<file path="config.mk">
export PLATFORM = sky130hd
export DESIGN_NAME = uart_word_assembler
export DESIGN_NICKNAME = d
export VERILOG_FILES = /design/src/rtl/uart_word_assembler_pkg.sv /design/src/rtl/uart_word_assembler_idle_timer.sv /design/src/rtl/uart_word_assembler.sv
export SDC_FILE = /design/constraint.sdc
export NUM_CORES = 1
export LEC_CHECK = 0
export CAP_MARGIN = 0
export CORE_AREA = 2 2 93 95
export CTS_CLUSTER_DIAMETER = 200
export DETAILED_ROUTE_END_ITERATION = 12
export DIE_AREA = 0 0 95 97
export HOLD_SLACK_MARGIN = 0.08
export PLACE_DENSITY = 0.67
export SETUP_SLACK_MARGIN = 0.1
export SLEW_MARGIN = 20
export SYNTH_ARGS = -nofsm -noshare
export SYNTH_HDL_FRONTEND = slang
export SYNTH_SLANG_ARGS = --single-unit
</file>
<file path="constraint.sdc">
create_clock -name clk -period 2.9 [get_ports clk]
set_input_delay 0.58 -clock clk [delete_from_list [all_inputs] [get_ports clk]]
set_output_delay 0.58 -clock clk [all_outputs]
set_load 0.02 [all_outputs]
</file>
<file path="src/rtl/uart_word_assembler_pkg.sv">
// uart_word_assembler_pkg: shared byte width, FSM encodings and width helper
package uart_word_assembler_pkg;
  localparam int BYTE_W = 8;
  localparam logic [0:0] ST_IDLE = 1'b0;
  localparam logic [0:0] ST_COLLECT = 1'b1;
  function automatic int clog2(input int v);
    int r = 0;
    while ((1 << r) < v) r++;
    return r;
  endfunction
endpackage

</file>
<file path="src/rtl/uart_word_assembler_idle_timer.sv">
// uart_word_assembler_idle_timer: reloadable down-counter that pulses expire after LIMIT idle cycles
module uart_word_assembler_idle_timer
  import uart_word_assembler_pkg::*;
#(
  parameter int LIMIT = 12000
) (
  input  logic clk,
  input  logic rst_n,
  input  logic clear,
  input  logic enable,
  output logic expire
);
  localparam int W = clog2(LIMIT + 1) < 1 ? 1 : clog2(LIMIT + 1);
  logic [W-1:0] cnt;
  always_ff @(posedge clk)
    if (!rst_n || clear || !enable) cnt <= W'(LIMIT);
    else cnt <= cnt - W'(1);
  assign expire = (LIMIT != 0) && enable && !clear && cnt == W'(1);
endmodule

</file>
<file path="src/rtl/uart_word_assembler.sv">
// uart_word_assembler: packs N/8 UART bytes into an N-bit word on a valid/ready output
module uart_word_assembler
  import uart_word_assembler_pkg::*;
#(
  parameter int N = 32,
  parameter bit MSB_FIRST = 1'b1,
  parameter int TIMEOUT_CYCLES = 12000,
  parameter int CNT_W = 3
) (
  input  logic             clk,
  input  logic             rst_n,
  input  logic             rx_valid,
  input  logic [7:0]       rx_byte,
  input  logic             rx_error,
  output logic [N-1:0]     word_data,
  output logic             word_valid,
  input  logic             word_ready,
  output logic [CNT_W-1:0] bytes_pending,
  output logic             overrun,
  output logic             timeout
);
  logic [0:0] state;
  logic [N-1:0] sh, sh_next;
  logic last, expire;
  assign sh_next = MSB_FIRST ? ((sh << BYTE_W) | N'(rx_byte))
                             : ((sh >> BYTE_W) | (N'(rx_byte) << (N - BYTE_W)));
  assign last = bytes_pending == CNT_W'(N / BYTE_W - 1);
  uart_word_assembler_idle_timer #(.LIMIT(TIMEOUT_CYCLES)) u_timer (
    .clk(clk),
    .rst_n(rst_n),
    .clear(rx_valid | rx_error),
    .enable(state == ST_COLLECT),
    .expire(expire)
  );
  always_ff @(posedge clk) begin
    if (!rst_n) begin
      state <= ST_IDLE;
      sh <= '0;
      bytes_pending <= '0;
      word_data <= '0;
      word_valid <= 1'b0;
      overrun <= 1'b0;
      timeout <= 1'b0;
    end else begin
      overrun <= 1'b0;
      timeout <= 1'b0;
      if (word_valid && word_ready) word_valid <= 1'b0;
      if (rx_error) begin
        state <= ST_IDLE;
        sh <= '0;
        bytes_pending <= '0;
      end else if (rx_valid && last) begin
        state <= ST_IDLE;
        sh <= '0;
        bytes_pending <= '0;
        // a completed word only loads if the slot is free or being drained this cycle
        if (!word_valid || word_ready) begin
          word_data <= sh_next;
          word_valid <= 1'b1;
        end else overrun <= 1'b1;
      end else if (rx_valid) begin
        state <= ST_COLLECT;
        sh <= sh_next;
        bytes_pending <= bytes_pending + CNT_W'(1);
      end else if (expire) begin
        state <= ST_IDLE;
        sh <= '0;
        bytes_pending <= '0;
        timeout <= 1'b1;
      end
    end
  end
endmodule

</file>
==> qor.yml, run 1 <==
worstHoldStart: "word_data[17]"
synth-seq-cells: 77
io_pins: 51
drt-wirelength-per-cell_um: 14.2
vdd_drop_max_v: 0.000202
setup_viol: 0
fin_worst_skew_ps: 9.67
cts-root-buf: "clkbuf_8"
gr-usage-all-layers: 0.167
post-route-period-util: 0.669
setup_tns_ps: 0
cts_sinks: 77
clockBufferDepth: 2
synthToLayoutAreaGrowth_pct: 24.1
die-area_mm2: 0.00922
cap_violations: 0
postCtsHoldBufs: 0
clk_pin_slew_ps: 70
detail-route-antenna-nets: 0
core-area_mm2: 0.00813
synth_area_mm2: 0.00320
clock_latency_ps: 340
endpoint_kind: "output pin"
dp.cells: 491
initial_core_util: 0.393
antenna_found_initial: 0
critPathLaunchType: "register"
syn_nets: 375
grt_max_degree: 34
worst_pin_slew_ps: 469
routed_via_density: 5.31
seqPwrFrac: 0.564
pwr-share-comb: 0.042
layout_commonest_cell: "dfxtp_1"
drcViolationCount: 0
grt_pass1_wl_um: 12400
hpwlAfterDp_um: 4820
p_leak_nw: 1.30
status: "completed"
std_cell_rows: 33
max_freq_mhz: 515
regToRegStartpoint: "u_timer.cnt[10]"
numCtsBuffers: 9
cts_tree: "yes"
final_nets: 414
slew_viol_final: 0
drive_gt1_frac: 0.0773
switching_share: 0.211
cp_slowest_cell: "clkdlybuf4s50_1"
pwr_density_cell_mw_per_mm2: 479
path_cells: "clkdlybuf4s50_1"
ys_seq_area_frac: 0.482
n_antenna_cell: 0
crit_start: "bytes_pending[0]"
path_max_fanout: 4
syn_inst: 358
drt_first_pass_iters: 4
p_switching_w: 0.000402
cp_top_family: "buffers and inverters"
p_clk_frac: 0.394
routed_wl_um: 7160
slew_headroom: 0.686
die_height_um: 97
layout_common_cells: "dfxtp_1, o21ai_0, clkdlybuf4s50_1"
synth.distinct_cells: 34
yosysWarnings: 0
hold_violations: 0
grt_pass1_vias: 2557
syn_area_per_cell_um2: 8.94
grt_overflow: 0
required_ps: 2320
layout.cells.non_filler: 506
fin_crit_ps: 1940
max_stage_delay_ps: 630
internal_power_w: 0.00150
ctsResizeCount: 0
cts_setup_buffers: 0
fp.dieW_um: 95
multi_input_area_mm2: 0.00152
worst-setup-path-type: "reg2out"
place.port_buffers: 50
path_buf_inv: 1
drtIter0Drc: 162
hold_path.class: "reg2reg"
htreeDepth: 3
rsz0062_at_grt: "no"
globalplace.congestion: 0.765
register_area_mm2: 0.00154
via_count: 2685
crit_arrival_ps: 1360
fillerInstances: 802
==> cells by family (layout without fill, tap and decap cells) <==
kind of cell | after synthesis | count (layout) | synth area share
adders and majority gates | 4 | 4 | 0.0156
AOI/OAI and AO/OA | 101 | 101 | 0.187
and+or+nand+nor | 132 | 132 | 0.247
buffers and inverters | 38 | 81 | 0.0504
muxes | 4 | 4 | 0.0125
xor gates and xnor gates | 2 | 2 | 0.00547
DFF | 77 | 77 | 0.482
==> Yosys cell counts <==
master | instances | share of area
or3b_2 | 1 | 0.0027
nor2b_1 | 2 | 0.0039
and3b_1 | 1 | 0.0027
clkbuf_1 | 24 | 0.028
or4_1 | 5 | 0.012
or4_4 | 2 | 0.0070
ha_1 | 4 | 0.016
buf_2 | 3 | 0.0047
xnor2_1 | 1 | 0.0027
nand2b_1 | 2 | 0.0039
and2_1 | 4 | 0.0078
o21ai_1 | 8 | 0.013
nand3_1 | 36 | 0.056
nand2_1 | 26 | 0.030
buf_1 | 6 | 0.0070
nand3b_1 | 28 | 0.066
nor4_1 | 5 | 0.0098
nor4_4 | 1 | 0.0066
inv_1 | 3 | 0.0035
mux2i_1 | 4 | 0.013
nand4bb_1 | 3 | 0.011
dfxtp_1 | 77 | 0.48
o21ai_0 | 53 | 0.083
o22ai_1 | 2 | 0.0039
a21boi_0 | 33 | 0.077
and3_1 | 1 | 0.0020
xor2_1 | 1 | 0.0027
o31ai_1 | 3 | 0.0070
buf_6 | 2 | 0.0070
a21oi_1 | 2 | 0.0031
nor4bb_1 | 2 | 0.0063
nor2_1 | 7 | 0.0082
or2_2 | 1 | 0.0020
or3_1 | 5 | 0.0098
==> registers in the layout, summed over array words and instances, names as in the netlist <==
signal / count
state: 1
word_data: 32
overrun: 1
word_valid: 1
u_timer.cnt: 14
timeout: 1
bytes_pending: 3
sh: 24
==> cell type report <==
class,instances,share of cell area
clock buffer,13,0.0350
clock inverter,2,0.00882
inverter,3,0.00284
multi-input combinational,243,0.382
sequential,77,0.388
timing repair buffer,63,0.151
tap,105,0.0331
==> metrics by stage <==
stage | total power (W) | hold WS [ps] | area (um^2) | utilization | worst slack [ps]
6_report | 0.00190 | 479 | 3970 | 0.488 | 960
5_1_grt | 0.00198 | 495 | 3970 | 0.488 | 891
4_1_cts | 0.00192 | 483 | 3970 | 0.488 | 929
3_5_place_dp | 0.00118 | 468 | 3800 | 0.467 | 700
3_3_place_gp | 0.00117 | 461 | 3800 | 0.467 | 735
2_1_floorplan | 0.00114 | 436 | 3200 | - | 1160
==> worst paths after layout <==
check             slack [ps]                to  depth (start not counted)
hold / removal           480     word_data[17]                          2
hold reg to reg          480     word_data[17]                          2
setup / recovery         960  bytes_pending[0]                          1
setup reg to reg        1170             sh[0]                          4
==> power by group through the flow <==
stage	Sequential [W]	Combinational (W)	Clock (W)
3_3_place_gp	0.00110	0.0000786	0
2_1_floorplan	0.00109	0.0000427	0
3_5_place_dp	0.00110	0.0000795	0
4_1_cts	0.00107	0.0000796	0.000773
5_1_grt	0.00107	0.0000867	0.000821
6_report	0.00107	0.0000797	0.000750
==> tightest hold or removal path, stage by stage, from the launching register on <==
cell	delay [ps]
dfxtp_1	310
o21ai_0	60
a21boi_0	70
==> metal layers <==
| layer | global-route usage | up-vias | share of wire | routed length [um] |
|---|---|---|---|---|
| li1 | - | 1349 | - | - |
| met5 | 0 | - | 0 | 0 |
| met4 | 0.0635 | 0 | 0.0080 | 57 |
| met1 | 0.231 | 1276 | 0.48 | 3470 |
| met3 | 0.0343 | 6 | 0.036 | 256 |
| met2 | 0.253 | 54 | 0.47 | 3380 |
(Power assumes the default switching activity.)
==> inputs of run 2 (changes only) <==
- PLACE_DENSITY: 0.67 -> 0.7
- clock period: 2.9 -> 1.6 ns (I/O delays scaled with it)
==> qor.yml, run 2 (synthesis results as in run 1) <==
status: "finished with violations"
violations: "negative setup slack"
drcViolationCount: 0  # unchanged
grt_overflow: 0  # unchanged
cp_top_family: "simple AND/OR/NAND/NOR gates"
max_freq_mhz: 607
die_height_um: 97  # unchanged
holdPathStages: 2  # unchanged
fp.dieW_um: 95  # unchanged
grt_pass1_wl_um: 13000  # +5.4%
cts-root-buf: "clkbuf_8"
globalplace.congestion: 0.798  # +4.3%
p_leak_nw: 1.74  # +33%
setup_tns_ps: -755  # -755 ps
io_pins: 51  # unchanged
critPathLaunchType: "register"
detail-route-antenna-nets: 0  # unchanged
clk_pin_slew_ps: 90  # +20 ps
largestRegisters: "word_data (32), sh (24), u_timer.cnt (14)"
pwr_density_cell_mw_per_mm2: 794  # +66%
layout_commonest_cell: "dfxtp_1"
worst-setup-path-type: "reg2reg"
design_area_mm2: 0.00455  # +15%
drt-wirelength-per-cell_um: 16.2  # +14%
placed_cell_area_mm2: 0.00403  # +6.1%
place.port_buffers: 50  # unchanged
multi_input_area_mm2: 0.00172  # +14%
crit_arrival_ps: 1880  # +520 ps
fin_crit_ps: 1650
path_buf_inv: 3  # +2
postCtsHoldBufs: 0  # unchanged
drt_first_pass_iters: 4  # unchanged
cpMostUsedCell: "buf_6"
setup_viol: 29  # +29
antenna_found_initial: 0  # unchanged
largest_reg_flops: 32  # unchanged
post-route-period-util: 1.03
drive_gt1_frac: 0.241  # +0.164
layout_common_cells: "dfxtp_1, o21ai_0, dlygate4sd2_1"
std_cell_rows: 33  # unchanged
synthToLayoutAreaGrowth_pct: 42.1
final_nets: 443  # +7.0%
crit_cells: 6  # +5
wl_met1_um: 3880  # +12%
routed_via_density: 5.35  # +0.91%
hold_path.class: "reg2reg"
cts_sinks: 77  # unchanged
grt_max_degree: 34  # unchanged
regMostFlops: "word_data"
met2WireLength_um: 4420  # +31%
initial_core_util: 0.393  # unchanged
htreeDepth: 3  # unchanged
slew_viol_final: 0  # unchanged
numCtsBuffers: 9  # unchanged
path_max_fanout: 14  # +10
endpoint_kind: "register"
required_ps: 1830  # -490 ps
max_stage_delay_ps: 510  # -120 ps
clock_latency_ps: 350  # about the same
worst_pin_slew_ps: 324  # -145 ps
hpwlAfterDp_um: 5170  # +7.4%
cap_violations: 0  # unchanged
core-area_mm2: 0.00813  # unchanged
slew_headroom: 0.784  # +0.0982
rsz0062_at_grt: "yes"
cts_tree: "yes"
cp_slowest_cell: "or4_4"
clockBufferDepth: 2  # unchanged
dr.max_layer_used: "met4"
grt_pass1_vias: 2720  # +6.4%
die-area_mm2: 0.00922  # unchanged
drtIter0Drc: 149  # -8.0%
path_cells: "buf_6 -> or4_4 -> nor4_4 -> buf_6 -> buf_12 -> o21ai_0"
vdd_drop_max_v: 0.000435  # +120%
ff2ff_path_depth: 6  # +2
hold_violations: 0  # unchanged
n_antenna_cell: 0  # unchanged
met3WireLength_um: 296  # +16%
fillerInstances: 723  # -9.9%
fin_ws_ps: -46.5  # -1010 ps
routed_wl_um: 8680  # +21%
gr-usage-all-layers: 0.175  # +0.00818
via_count: 2870  # +6.9%
fin_worst_skew_ps: 11.8  # +2.14 ps
register_area_mm2: 0.00155  # +0.57%
[run 2: cell count changes in the layout (fill, tap and decap cells not counted), moves of 8 or more]
cell and change:
a21boi_0 -25, dlygate4sd2_1 +37, buf_4 +10, buf_6 +8
a21boi_1 +23, o21ai_2 +11, clkdlybuf4s50_1 -38, o21ai_0 -12
[run 2: worst paths after layout]
| check | startpoint | endpoint | slack [ps] |
|---|---|---|---|
| max | u_timer.cnt[7] | sh[5] | -50 |
| min | word_data[27] | word_data[27] | 480 |
| max reg2reg | u_timer.cnt[7] | sh[5] | -50 |
| min reg2reg | word_data[27] | word_data[27] | 480 |
[run 2: cell type report]
| type | instances | area share |
|---|---|---|
| multi-input combinational | 244 | 0.379 |
| sequential | 77 | 0.341 |
| timing repair buffer | 91 | 0.205 |
| tap | 105 | 0.0289 |
| clock buffer | 10 | 0.0281 |
| clock inverter | 6 | 0.0154 |
| inverter | 3 | 0.00303 |
[run 2: power breakdown]
part           internal, W  total [W]  switching (W)
Combinational     0.000102   0.000184      0.0000823
Sequential         0.00193    0.00194      0.0000133
Clock             0.000735    0.00148       0.000748
[run 2: worst register-to-register path, stage by stage (launching register included)]
cell     delay (ps)
dfxtp_2         340
buf_6           120
or4_4           520
nor4_4          150
buf_6           170
buf_12          140
o21ai_0          90
[run 2: metal layers]
layer | vias up | track usage
met5 | - | 0
met4 | 0 | 0.0713
met3 | 6 | 0.0249
met2 | 61 | 0.282
met1 | 1388 | 0.233
li1 | 1415 | -
[run 2: timing repair]
action | CTS | global route
pin swaps | 3 | 5
setup buffers | 4 | 3
gates cloned | 1 | 5
setup endpoints to repair | 77 | 68
hold endpoints to repair | 0 | 0
gates resized for setup | 53 | 58
[run 2: metrics by stage]
stage          power (W)  hold slack, ps  cells  setup WS, ps  utilization
6_report         0.00361             476    536         -46.5        0.559
5_1_grt          0.00374             498    536         -86.9        0.559
4_1_cts          0.00363             482    528         -33.1        0.527
3_5_place_dp     0.00215             465    507          -212        0.495
3_3_place_gp     0.00215             461    507          -161        0.495
2_1_floorplan    0.00207             426    358         -49.2            -
